--- src/rtl/pipeline_sequencer.sv ---
// pipeline_sequencer: stall/flush sequencer for the 5-stage pipeline.
// Combines hazard-unit freeze/flush, I/D cache wait and halt draining into
// per-stage latch enables and NOP-insert flushes. It also keeps saturating
// stall/flush counters and a sticky D-side timeout flag.
module pipeline_sequencer #(
  parameter int DRAIN_CYCLES = 2,
  parameter int TIMEOUT      = 1024,
  parameter int CNT_W        = 32
) (
  input  logic             CLK,
  input  logic             RST,
  input  logic             ihit,
  input  logic             dmem_req,
  input  logic             dhit,
  input  logic             hz_freeze,
  input  logic             hz_flush,
  input  logic             halt_mem,
  output logic             pc_en,
  output logic             ifid_en,
  output logic             ifid_flush,
  output logic             idex_en,
  output logic             idex_flush,
  output logic             exmem_en,
  output logic             exmem_flush,
  output logic             memwb_en,
  output logic             memwb_flush,
  output logic             halted,
  output logic             mem_timeout,
  output logic [CNT_W-1:0] stall_cnt,
  output logic [CNT_W-1:0] flush_cnt
);

  localparam int DRAIN_W = (DRAIN_CYCLES > 2) ? $clog2(DRAIN_CYCLES) : 1;
  localparam int WAIT_W  = (TIMEOUT > 2) ? $clog2(TIMEOUT) : 1;
  localparam logic [DRAIN_W-1:0] DRAIN_LAST = DRAIN_W'(DRAIN_CYCLES - 1);
  localparam logic [WAIT_W-1:0]  WAIT_LAST  = WAIT_W'(TIMEOUT - 1);
  localparam logic [CNT_W-1:0]   CNT_MAX    = {CNT_W{1'b1}};

  typedef enum logic [1:0] {
    ST_RUN    = 2'd0,
    ST_DRAIN  = 2'd1,
    ST_HALTED = 2'd2
  } state_t;

  state_t             state_q, state_d;
  logic [DRAIN_W-1:0] drain_q, drain_d;
  logic [WAIT_W-1:0]  wait_q;
  logic               halted_q;
  logic               timeout_q;
  logic [CNT_W-1:0]   stall_q;
  logic [CNT_W-1:0]   flush_q;

  // Raw (pre-reset-override) control decode and event strobes.
  logic pc_en_s, ifid_en_s, ifid_flush_s, idex_en_s, idex_flush_s;
  logic exmem_en_s, exmem_flush_s, memwb_en_s, memwb_flush_s;
  logic dwait_s;
  logic flush_acc_s;
  logic stall_inc_s;

  // Next-state and same-cycle latch control decode; first matching RUN condition wins.
  always_comb begin
    state_d       = state_q;
    drain_d       = drain_q;
    pc_en_s       = 1'b0;
    ifid_en_s     = 1'b0;
    ifid_flush_s  = 1'b0;
    idex_en_s     = 1'b0;
    idex_flush_s  = 1'b0;
    exmem_en_s    = 1'b0;
    exmem_flush_s = 1'b0;
    memwb_en_s    = 1'b0;
    memwb_flush_s = 1'b0;
    dwait_s       = 1'b0;
    flush_acc_s   = 1'b0;
    case (state_q)
      ST_RUN: begin
        pc_en_s    = 1'b1;
        ifid_en_s  = 1'b1;
        idex_en_s  = 1'b1;
        exmem_en_s = 1'b1;
        memwb_en_s = 1'b1;
        if (dmem_req && !dhit) begin
          // EX/MEM is frozen, so hazard requests are dropped and re-presented later.
          pc_en_s       = 1'b0;
          ifid_en_s     = 1'b0;
          idex_en_s     = 1'b0;
          exmem_en_s    = 1'b0;
          memwb_flush_s = 1'b1;
          dwait_s       = 1'b1;
        end else if (halt_mem) begin
          pc_en_s       = 1'b0;
          ifid_flush_s  = 1'b1;
          idex_flush_s  = 1'b1;
          exmem_flush_s = 1'b1;
          state_d       = ST_DRAIN;
          drain_d       = '0;
        end else if (hz_flush) begin
          // Redirect target loads into PC even when the icache is missing.
          ifid_flush_s = 1'b1;
          idex_flush_s = 1'b1;
          flush_acc_s  = 1'b1;
        end else if (hz_freeze) begin
          pc_en_s      = 1'b0;
          ifid_en_s    = 1'b0;
          idex_flush_s = 1'b1;
        end else if (!ihit) begin
          pc_en_s      = 1'b0;
          ifid_flush_s = 1'b1;
        end else begin
          pc_en_s = 1'b1;
        end
      end
      ST_DRAIN: begin
        exmem_flush_s = 1'b1;
        memwb_en_s    = 1'b1;
        if (drain_q == DRAIN_LAST) begin
          state_d = ST_HALTED;
          drain_d = '0;
        end else begin
          drain_d = drain_q + DRAIN_W'(1);
        end
      end
      ST_HALTED: begin
        state_d = ST_HALTED;
      end
      default: begin
        state_d = ST_RUN;
        drain_d = '0;
      end
    endcase
    stall_inc_s = (state_q == ST_RUN) && !pc_en_s;
  end

  // Reset forces every enable and flush low in the same cycle.
  always_comb begin
    if (RST) begin
      pc_en       = 1'b0;
      ifid_en     = 1'b0;
      ifid_flush  = 1'b0;
      idex_en     = 1'b0;
      idex_flush  = 1'b0;
      exmem_en    = 1'b0;
      exmem_flush = 1'b0;
      memwb_en    = 1'b0;
      memwb_flush = 1'b0;
    end else begin
      pc_en       = pc_en_s;
      ifid_en     = ifid_en_s;
      ifid_flush  = ifid_flush_s;
      idex_en     = idex_en_s;
      idex_flush  = idex_flush_s;
      exmem_en    = exmem_en_s;
      exmem_flush = exmem_flush_s;
      memwb_en    = memwb_en_s;
      memwb_flush = memwb_flush_s;
    end
  end

  // FSM state, drain counter and halted flag.
  always_ff @(posedge CLK) begin
    if (RST) begin
      state_q  <= ST_RUN;
      drain_q  <= '0;
      halted_q <= 1'b0;
    end else begin
      state_q  <= state_d;
      drain_q  <= drain_d;
      halted_q <= (state_d == ST_HALTED);
    end
  end

  // D-miss wait counter and sticky timeout; the count restarts whenever the wait breaks.
  always_ff @(posedge CLK) begin
    if (RST) begin
      wait_q    <= '0;
      timeout_q <= 1'b0;
    end else if (dwait_s) begin
      if (wait_q != WAIT_LAST) begin
        wait_q <= wait_q + WAIT_W'(1);
      end else begin
        wait_q <= wait_q;
      end
      if (wait_q == WAIT_LAST) begin
        timeout_q <= 1'b1;
      end else begin
        timeout_q <= timeout_q;
      end
    end else begin
      wait_q    <= '0;
      timeout_q <= timeout_q;
    end
  end

  // Saturating performance counters; frozen outside RUN because the strobes are RUN-only.
  always_ff @(posedge CLK) begin
    if (RST) begin
      stall_q <= '0;
      flush_q <= '0;
    end else begin
      if (stall_inc_s && (stall_q != CNT_MAX)) begin
        stall_q <= stall_q + CNT_W'(1);
      end else begin
        stall_q <= stall_q;
      end
      if (flush_acc_s && (flush_q != CNT_MAX)) begin
        flush_q <= flush_q + CNT_W'(1);
      end else begin
        flush_q <= flush_q;
      end
    end
  end

  assign halted      = halted_q;
  assign mem_timeout = timeout_q;
  assign stall_cnt   = stall_q;
  assign flush_cnt   = flush_q;

endmodule

--- config.mk ---
export PLATFORM = sky130hd
export DESIGN_NAME = pipeline_sequencer
export DESIGN_NICKNAME = d
export VERILOG_FILES = /design/src/rtl/pipeline_sequencer.sv
export SDC_FILE = /design/constraint.sdc
export NUM_CORES = 1
export LEC_CHECK = 0
export ABC_AREA = 1
export BUFFER_PORTS_ARGS = -buffer_cell sky130_fd_sc_hd__buf_2
export CAP_MARGIN = 10
export CELL_PAD_IN_SITES_DETAIL_PLACEMENT = 1
export CELL_PAD_IN_SITES_GLOBAL_PLACEMENT = 1
export CORE_MARGIN = 8
export CORE_UTILIZATION = 39
export DETAILED_ROUTE_END_ITERATION = 12
export PLACE_DENSITY = 0.93
export SYNTH_ARGS = -nofsm -noshare
export SYNTH_HDL_FRONTEND = slang
export SYNTH_SLANG_ARGS = --single-unit
--- constraint.sdc ---
create_clock -name CLK -period 2.1 [get_ports CLK]
set_input_delay 0.315 -clock CLK [delete_from_list [all_inputs] [get_ports CLK]]
set_output_delay 0.315 -clock CLK [all_outputs]
set_load 0.01 [all_outputs]
==> results of run 1 <==
logic make-up after synthesis:
logic type | share of synthesized area
fa+ha+maj | 0.00816
xor+xnor | 0.0133
compound gates | 0.102
buf+inv | 0.0737
simple gates | 0.459
flops | 0.344
registers in the layout, indices dropped and copies added (netlist names):
register	flops
drain_q	1
flush_cnt	32
halted	1
mem_timeout	1
stall_cnt	32
state_q	2
wait_q	10
placed cells by master (no fill, tap or decap), types with 2 or more instances in the layout:
master     synthesis  final
inv_1             54     54
and2_1            10     10
a211oi_1           2      2
clkinv_2           0      4
nand3_2            2      2
a21oi_1           46     46
a21oi_2           15     15
a31oi_1            4      4
nor2_4             3      4
nor2_1           186    185
or2_2              2      2
nor2_2             5      5
nor3_1             6      6
buf_4              2      8
inv_2              4      4
nand2_1          206    206
nand4_1            9      9
xor2_1             6      6
ha_1               3      3
buf_2              7     82
nand3_1           72     72
o21ai_0           10     10
clkbuf_16          0      9
dfxtp_1           79     79
nand2_2            4      3
worst paths after layout:
check	end	slack (ns)	cells after the start
min	state_q[0]$_SDFF_PP0_	0.28	3
min reg2reg	mem_timeout$_SDFFE_PP0P_	0.46	2
max reg2reg	stall_cnt[31]$_SDFFE_PP0P_	0.23	9
max	stall_cnt[31]$_SDFFE_PP0P_	0.23	9
synth_stat cells, types with 2 or more instances:
library cell  instances  area share
a211oi_1              2      0.0033
a21oi_1              46       0.050
a21oi_2              15       0.029
a31oi_1               4      0.0054
and2_1               10       0.014
buf_2                 7      0.0076
buf_4                 2      0.0033
buf_6                 3      0.0073
clkbuf_1              9      0.0073
dfxtp_1              79        0.34
ha_1                  3      0.0082
inv_1                54       0.044
inv_2                 4      0.0033
nand2_1             206        0.17
nand2_2               4      0.0054
nand3_1              72       0.078
nand3_2               2      0.0044
nand4_1               9       0.012
nor2_1              186        0.15
nor2_2                5      0.0068
nor2_4                3      0.0073
nor3_1                6      0.0065
o21ai_0              10       0.011
or2_2                 2      0.0027
xor2_1                6       0.011
repair_timing:
action	in CTS	in global routing
buffers inserted	0	0
setup endpoints to repair	0	13
gates resized for setup	0	3
tightest hold or removal path: stages:
cell     delay (ns)
buf_2          0.12
nand3_1        0.08
a21oi_1        0.06
power breakdown:
group	internal, mW	leakage [nW]	switching, mW
clock	0.906	0.142	0.622
combinational	0.0666	1.55	0.141
sequential	1.51	0.637	0.0158
metrics by stage:
stage,util,cells,total power [mW]
6_report,0.475,982,3.26
5_1_grt,0.475,982,3.37
4_1_cts,0.473,982,3.29
3_5_place_dp,0.449,967,1.77
3_3_place_gp,0.449,967,1.76
2_1_floorplan,-,754,1.70
metal layers:
layer | share of wire | global-route usage | routed length [µm] | up-vias
li1 | - | - | - | 2556
met5 | 0 | 0 | 0 | -
met4 | 0.023 | 0.0829 | 342 | 0
met2 | 0.48 | 0.324 | 7210 | 110
met1 | 0.46 | 0.226 | 6980 | 2451
met3 | 0.035 | 0.0374 | 528 | 26
cell type report:
cell class	count	area [µm²]	area share
clock inverter	5	50.0	0.00920
clock buffer	10	229	0.0421
timing repair buffer	91	490	0.0901
tap	143	179	0.0329
inverter	59	221	0.0407
multi-input combinational	595	2690	0.494
sequential	79	1580	0.291
==> impl_metrics.py, run 1 <==
metrics = {
    "outcome": {
        "status": "completed",
    },
    "setup_path": {
        "cp.required_ns": 2.34,
        "crit_slowest_cell": "dfxtp_1",
        "crit_type": "flop to flop",
        "crit_path_end_kind": "flop",
        "cp-start-kind": "flop",
        "r2r-start": "stall_cnt[2]$_SDFFE_PP0P_",
        "crit_fanout": 5,
        "cp-startpoint": "stall_cnt[2]$_SDFFE_PP0P_",
        "crit_chain": "nand2_1 > nor2_1 > nand2_1 > nor2_1 > nand2_1 > nor2_1 > nand3_1 > nand2_1 > nor2_1",
        "crit_buf_inv": 0,
        "critPathMaxStageDelay_ns": 0.42,
        "arrival_ns": 2.11,
        "crit_family": "simple AND/OR/NAND/NOR gates",
    },
    "power": {
        "powerDensity_nw_per_um2": 600,
        "leakagePower_nw": 2.32,
        "peakVddDrop_uv": 364,
    },
    "floorplan": {
        "die_w_um": 125,
        "fp.dieArea_um2": 15500,
        "std_cell_rows": 39,
        "die_h_um": 125,
        "initial_utilization": 0.401,
        "design.core.area_um2": 11500,
        "ios": 83,
    },
    "placed_design": {
        "numPortBuffers": 82,
        "placed_area_um2": 5150,
        "hpwl_mm": 11.2,
        "place.gp.congestion": 0.864,
        "place_ws_ns": 0.163,
    },
    "detailed_routing": {
        "viasPerCell": 5.24,
        "drc_errors": 0,
        "vias": 5143,
        "dr.pass1.iters": 4,
        "routed_wl_mm": 15.1,
        "drt_iter0_drc": 319,
        "ant_nets": 0,
        "wire_per_inst_um": 15.3,
    },
    "yosys": {
        "syn_inst": 754,
        "yosys_register_bits": 79,
        "syn-num-nets": 765,
        "async_flop_share": 0,
        "synth_edf_count": 0,
        "synth_ff_type": "dfxtp_1",
        "avgSynthCellArea_um2": 6.10,
        "ys_types": 30,
        "synth_area_um2": 4600,
        "yosysWarnings": 0,
        "yosysSeqAreaShare": 0.344,
    },
    "clocking": {
        "clockRootBuffer": "clkbuf_16",
        "htree_num_levels": 3,
        "clk_latency_ns": 0.34,
        "path_clk_slew_ns": 0.06,
        "cts_buffer_depth": 2,
        "cts_made_buffers": 9,
        "cts.sinks": 79,
        "hold_buffers": 0,
        "cts_tree": "built",
    },
    "timing": {
        "maxSlewHeadroom": 0.735,
        "maxSlewViolCount": 0,
        "worst_pin_slew_ns": 0.397,
        "finalSetupViolCount": 0,
        "hold-worst-slack_ns": 0.279,
        "setup_ws_ns": 0.235,
        "period_minus_slack_ns": 1.87,
        "tns_ns": 0,
        "hold_violations": 0,
        "rsz0062_at_grt": "false",
        "fmax_ghz": 0.536,
        "finalCritPeriodShare": 0.888,
        "fin_skew_ns": 0.00705,
    },
    "finish": {
        "fillerInstances": 1602,
        "layout.nets": 846,
        "syn_to_final_growth_pct": 18.3,
        "diodes": 0,
        "final_area_um2": 5440,
        "drive_gt1_frac": 0.168,
    },
    "hold_path": {
        "hp-start": "halt_mem",
        "min_path_type": "input port to flop",
    },
    "grt": {
        "grt_max_degree": 59,
        "antenna_found_initial": 0,
        "grt_usage": 0.190,
        "first_global_vias": 5229,
        "grt-ovfl-total": 0,
        "grt_pass1_wl_mm": 25.0,
    },
    "flow_run": {
        "maxCapViolCount": 0,
    },
}
No activity file was read; power rests on OpenSTA's default activity.
==> run 2, diff against run 1 <==
--- a/config.mk
+++ b/config.mk
@@ -14,6 +14,7 @@
 export CORE_UTILIZATION = 39
 export DETAILED_ROUTE_END_ITERATION = 12
 export PLACE_DENSITY = 0.93
+export REMOVE_ABC_BUFFERS = 1
 export SYNTH_ARGS = -nofsm -noshare
 export SYNTH_HDL_FRONTEND = slang
 export SYNTH_SLANG_ARGS = --single-unit
==> run 2 against run 1 <==
Core utilization unchanged. First-iteration DRC count shrank 20%. Global-route usage is essentially flat. Critical path type is now flop to output pin. Clock skew about the same. Wire length shrank 1.4%. Clock power is 5% higher. Sequential share of layout area unchanged. Highest routed layer unchanged. Total power is 2.6% higher. Register-to-register slack lost 0.05 ns.
==> impl_metrics.py, run 2 (synthesis gave the netlist of run 1 again) <==
metrics = {
    "setup_path": {
        "crit_slowest_cell": "dfxtp_1",
        "crit_type": "flop to output pin",
        "critPathMaxStageDelay_ns": 0.39,
        "arrival_ns": 1.63,
        "crit_path_end_kind": "output pin",
        "cp.required_ns": 1.78,
        "cp-start-kind": "flop",
        "crit_chain": "nor2_4 > nand3_1 > nor2_1 > buf_2",
        "crit_buf_inv": 1,
        "crit_fanout": 7,
        "crit_family": "simple AND/OR/NAND/NOR gates",
    },
    "hold_path": {
        "min_path_type": "input port to flop",
    },
    "clocking": {
        "post_cts_buffers": 0,
        "path_clk_slew_ns": 0.06,
        "htree_num_levels": 3,
        "cts_buffer_depth": 2,
        "cts_made_buffers": 9,
        "hold_buffers": 0,
        "cts.sinks": 79,
        "cts_tree": "built",
        "cts_resized": 0,
        "clockRootBuffer": "clkbuf_16",
        "clk_latency_ns": 0.35,
    },
    "power": {
        "power_frac_comb": 0.061,
        "leakagePower_nw": 2.32,
        "powerDensity_nw_per_um2": 615,
        "peakVddDrop_uv": 369,
        "p_sw_mw": 0.823,
        "pwr-share-clk": 0.482,
        "power.internal_mw": 2.53,
        "p_sw_frac": 0.246,
        "p_seq_frac": 0.457,
    },
    "grt": {
        "grt_pass1_wl_mm": 25.0,
        "antenna_found_initial": 0,
        "grt-ovfl-total": 0,
        "grt_usage": 0.190,
        "first_global_vias": 5241,
        "grt_max_degree": 45,
    },
    "timing": {
        "maxSlewHeadroom": 0.654,
        "worst_pin_slew_ns": 0.518,
        "period_minus_slack_ns": 1.94,
        "fin_skew_ns": 0.00678,
        "rsz0062_at_grt": "false",
        "finalCritPeriodShare": 0.926,
        "hold_violations": 0,
        "maxSlewViolCount": 0,
        "finalSetupViolCount": 0,
        "fmax_ghz": 0.514,
    },
    "floorplan": {
        "ios": 83,
        "die_w_um": 125,
        "design.core.area_um2": 11500,
        "initial_utilization": 0.401,
        "fp.dieArea_um2": 15500,
        "std_cell_rows": 39,
        "die_h_um": 125,
    },
    "placed_design": {
        "place.gp.congestion": 0.877,
        "hpwl_mm": 10.8,
        "placed_area_um2": 5140,
        "dp.cells": 967,
        "numPortBuffers": 82,
    },
    "finish": {
        "drive_gt1_frac": 0.169,
        "layout.nets": 846,
        "syn_to_final_growth_pct": 18.3,
        "layout_common_cells": "206 x nand2_1, 186 x nor2_1, 82 x buf_2, 79 x dfxtp_1, 72 x nand3_1",
        "fillerInstances": 1633,
        "final_common_cell": "nand2_1",
        "diodes": 0,
        "stdcell_count": 983,
        "final_area_um2": 5440,
    },
    "detailed_routing": {
        "ant_nets": 0,
        "drt_iter0_drc": 255,
        "wire_per_inst_um": 15.1,
        "viasPerCell": 5.19,
        "vias": 5106,
        "drc_errors": 0,
        "routed_wl_mm": 14.9,
        "dr.pass1.iters": 4,
    },
    "outcome": {
        "status": "completed",
    },
    "flow_run": {
        "maxCapViolCount": 0,
    },
}
## run 2: cell count changes in the layout (fill, tap and decap cells not counted), sizes merged
cell / change
clkinv: -1
clkinvlp: +2
## run 2: final timing paths
| path | from | endpoint | slack [ns] | depth (start not counted) |
|---|---|---|---|---|
| worst min-delay path | halt_mem | state_q[0]$_SDFF_PP0_ | 0.28 | 3 |
| worst max-delay path | state_q[1]$_SDFF_PP0_ | memwb_flush | 0.16 | 4 |
| worst max register to register | stall_cnt[0]$_SDFFE_PP0P_ | stall_cnt[18]$_SDFFE_PP0P_ | 0.18 | 10 |
| worst min register to register | drain_q$_SDFFE_PP0P_ | drain_q$_SDFFE_PP0P_ | 0.49 | 2 |
## run 2: stage by stage
stage | power [mW] | utilization | TNS, ns | hold WS [ns] | setup slack (ns)
2_1_floorplan | 1.69 | - | -6.58 | 0.384 | -0.244
3_3_place_gp | 1.76 | 0.448 | 0 | 0.463 | 0.250
3_5_place_dp | 1.77 | 0.448 | 0 | 0.480 | 0.172
4_1_cts | 3.38 | 0.474 | 0 | 0.279 | 0.133
5_1_grt | 3.44 | 0.475 | 0 | 0.329 | 0.0188
6_report | 3.35 | 0.475 | 0 | 0.282 | 0.156
## run 2: final cells by class
cell class	instances	area (µm²)	area share
sequential	79	1580	0.291
clock buffer	10	239	0.0439
timing repair buffer	91	478	0.0878
multi-input combinational	595	2680	0.493
clock inverter	6	60.1	0.0110
tap	143	179	0.0329
inverter	59	221	0.0407
## run 2: tightest hold or removal path, stage by stage
cell and delay, ns:
buf_2 0.12, nand3_1 0.08, a21oi_1 0.06
## run 2: layer usage
layer | track usage | vias up | share of wire | wire length, µm
li1 | - | 2559 | - | -
met2 | 0.344 | 94 | 0.51 | 7530
met4 | 0.0879 | 0 | 0.026 | 390
met1 | 0.211 | 2428 | 0.43 | 6450
met5 | 0 | - | 0 | 0
met3 | 0.0319 | 25 | 0.032 | 480
## run 2: power groups by stage
stage	logic (mW)	clock network, mW	registers (mW)
2_1_floorplan	0.124	0	1.56
3_3_place_gp	0.201	0	1.56
3_5_place_dp	0.208	0	1.56
4_1_cts	0.208	1.65	1.53
5_1_grt	0.230	1.68	1.53
6_report	0.205	1.61	1.53
==> run 3, diff against run 2 <==
--- a/config.mk
+++ b/config.mk
@@ -15,6 +15,7 @@
 export DETAILED_ROUTE_END_ITERATION = 12
 export PLACE_DENSITY = 0.93
 export REMOVE_ABC_BUFFERS = 1
+export SLEW_MARGIN = 5
 export SYNTH_ARGS = -nofsm -noshare
 export SYNTH_HDL_FRONTEND = slang
 export SYNTH_SLANG_ARGS = --single-unit
==> constraint.sdc (replaced) <==
create_clock -name CLK -period 2.1 [get_ports CLK]
set_input_delay 0 -clock CLK [delete_from_list [all_inputs] [get_ports CLK]]
set_output_delay 0 -clock CLK [all_outputs]
set_load 0.01 [all_outputs]
==> run 3 against run 2 <==
Worst setup slack barely moved. First-iteration DRC count rose by 7.8%. Combinational power barely moved. Largest power group is now registers. Clock power fell by 6%.
==> impl_metrics.py, run 3 (synthesis gave the netlist of run 1 again) <==
metrics = {
    "floorplan": {
        "std_cell_rows": 39,
        "ios": 83,
        "design.core.area_um2": 11500,
        "initial_utilization": 0.401,
        "fp.dieArea_um2": 15500,
        "die_h_um": 125,
        "die_w_um": 125,
    },
    "setup_path": {
        "arrival_ns": 2.20,
        "crit_type": "flop to flop",
        "crit_path_end_kind": "flop",
        "crit_fanout": 44,
        "cp.required_ns": 2.36,
        "cp-start-kind": "flop",
    },
    "clocking": {
        "clockRootBuffer": "clkbuf_16",
        "clk_latency_ns": 0.34,
        "htree_num_levels": 3,
        "path_clk_slew_ns": 0.06,
        "cts_tree": "built",
        "cts_buffer_depth": 2,
        "cts_made_buffers": 9,
        "post_cts_buffers": 0,
        "cts.sinks": 79,
    },
    "detailed_routing": {
        "wire_per_inst_um": 15.2,
        "dr.pass1.iters": 4,
        "drc_errors": 0,
        "viasPerCell": 5.23,
        "drt_iter0_drc": 275,
        "vias": 5159,
        "routed_wl_mm": 15.0,
        "ant_nets": 0,
    },
    "power": {
        "pwr-share-clk": 0.466,
        "peakVddDrop_uv": 309,
        "leakagePower_nw": 2.32,
        "powerDensity_nw_per_um2": 595,
        "p_sw_frac": 0.249,
        "power.internal_mw": 2.44,
        "p_sw_mw": 0.807,
        "p_seq_frac": 0.471,
        "power_frac_comb": 0.064,
    },
    "finish": {
        "layout_common_cells": "206 x nand2_1, 185 x nor2_1, 82 x buf_2, 79 x dfxtp_1, 72 x nand3_1",
        "fillerInstances": 1579,
        "syn_to_final_growth_pct": 18.7,
        "diodes": 0,
        "drive_gt1_frac": 0.172,
        "final_common_cell": "nand2_1",
        "layout.nets": 849,
    },
    "timing": {
        "period_minus_slack_ns": 1.94,
        "maxSlewHeadroom": 0.653,
        "rsz0062_at_grt": "false",
        "hold_violations": 0,
        "finalCritPeriodShare": 0.926,
        "maxSlewViolCount": 0,
        "worst_pin_slew_ns": 0.521,
        "hold-worst-slack_ns": 0.0221,
        "tns_ns": 0,
        "fmax_ghz": 0.514,
        "finalSetupViolCount": 0,
        "fin_skew_ns": 0.00655,
    },
    "outcome": {
        "status": "completed",
    },
    "placed_design": {
        "numPortBuffers": 82,
        "place.gp.congestion": 0.870,
        "hpwl_mm": 10.8,
    },
    "hold_path": {
        "min_path_type": "input port to flop",
    },
    "flow_run": {
        "maxCapViolCount": 0,
    },
    "grt": {
        "antenna_found_initial": 0,
        "grt_max_degree": 45,
        "grt_pass1_wl_mm": 25.2,
        "grt_usage": 0.190,
        "first_global_vias": 5275,
        "grt-ovfl-total": 0,
    },
}
==> run 3: worst paths after layout <==
check | start | endpoint | slack (ns) | cells past startpoint
worst max-delay path | stall_cnt[0]$_SDFFE_PP0P_ | stall_cnt[16]$_SDFFE_PP0P_ | 0.16 | 10
worst min-delay path | RST | drain_q$_SDFFE_PP0P_ | 0.02 | 2
worst max register to register | stall_cnt[0]$_SDFFE_PP0P_ | stall_cnt[16]$_SDFFE_PP0P_ | 0.16 | 10
worst min register to register | drain_q$_SDFFE_PP0P_ | drain_q$_SDFFE_PP0P_ | 0.48 | 2
==> run 3: area by class of cell <==
| class | instances | area [µm²] | share of cell area |
|---|---|---|---|
| multi-input combinational | 595 | 2690 | 0.493 |
| clock inverter | 5 | 32.5 | 0.00596 |
| timing repair buffer | 94 | 503 | 0.0921 |
| clock buffer | 11 | 253 | 0.0463 |
| tap | 143 | 179 | 0.0328 |
| sequential | 79 | 1580 | 0.290 |
| inverter | 59 | 221 | 0.0406 |
==> run 3: through the flow <==
stage          worst slack (ns)  area, µm²  instances  total power, mW  utilization
5_1_grt                 0.00742       5460        986             3.36        0.476
3_5_place_dp              0.129       5150        969             1.77        0.449
3_3_place_gp              0.211       5150        969             1.76        0.449
2_1_floorplan            -0.244       4480        733             1.69            -
6_report                  0.155       5460        986             3.25        0.476
4_1_cts                  0.0418       5450        986             3.28        0.475
==> run 3: what timing repair did <==
| item | in CTS | in global routing |
|---|---|---|
| endpoints found under the setup margin | 0 | 16 |
| endpoints found under the hold margin | 1 | 0 |
| hold buffers | 1 | 0 |
| resized for setup | 0 | 3 |
==> run 3: power groups by stage <==
stage                     sequential [mW]  combinational [mW]  clock (mW)
after global routing                 1.53               0.235        1.59
after detailed placement             1.56               0.207           0
final                                1.53               0.207        1.51
after floorplan                      1.56               0.124           0
after global placement               1.56               0.202           0
after CTS                            1.53               0.210        1.54
==> run 3: per-layer routing <==
metal  share of wire  GRT usage  up-vias  routed length (µm)
met5               0          0        -                   0
met4           0.022     0.0822        0                 328
met3           0.039     0.0336       25                 591
met2            0.50      0.338      115                7510
met1            0.44      0.217     2447                6560
li1                -          -     2572                   -
==> run 3: critical path: stages (launching register included) <==
cell,delay (ns)
dfxtp_1,0.37
ha_1,0.21
nand2_1,0.10
nor2_4,0.14
nand2_2,0.12
nor2_4,0.16
nand3_2,0.09
buf_4,0.30
nand3_1,0.15
nand2_1,0.06
nor2_1,0.15
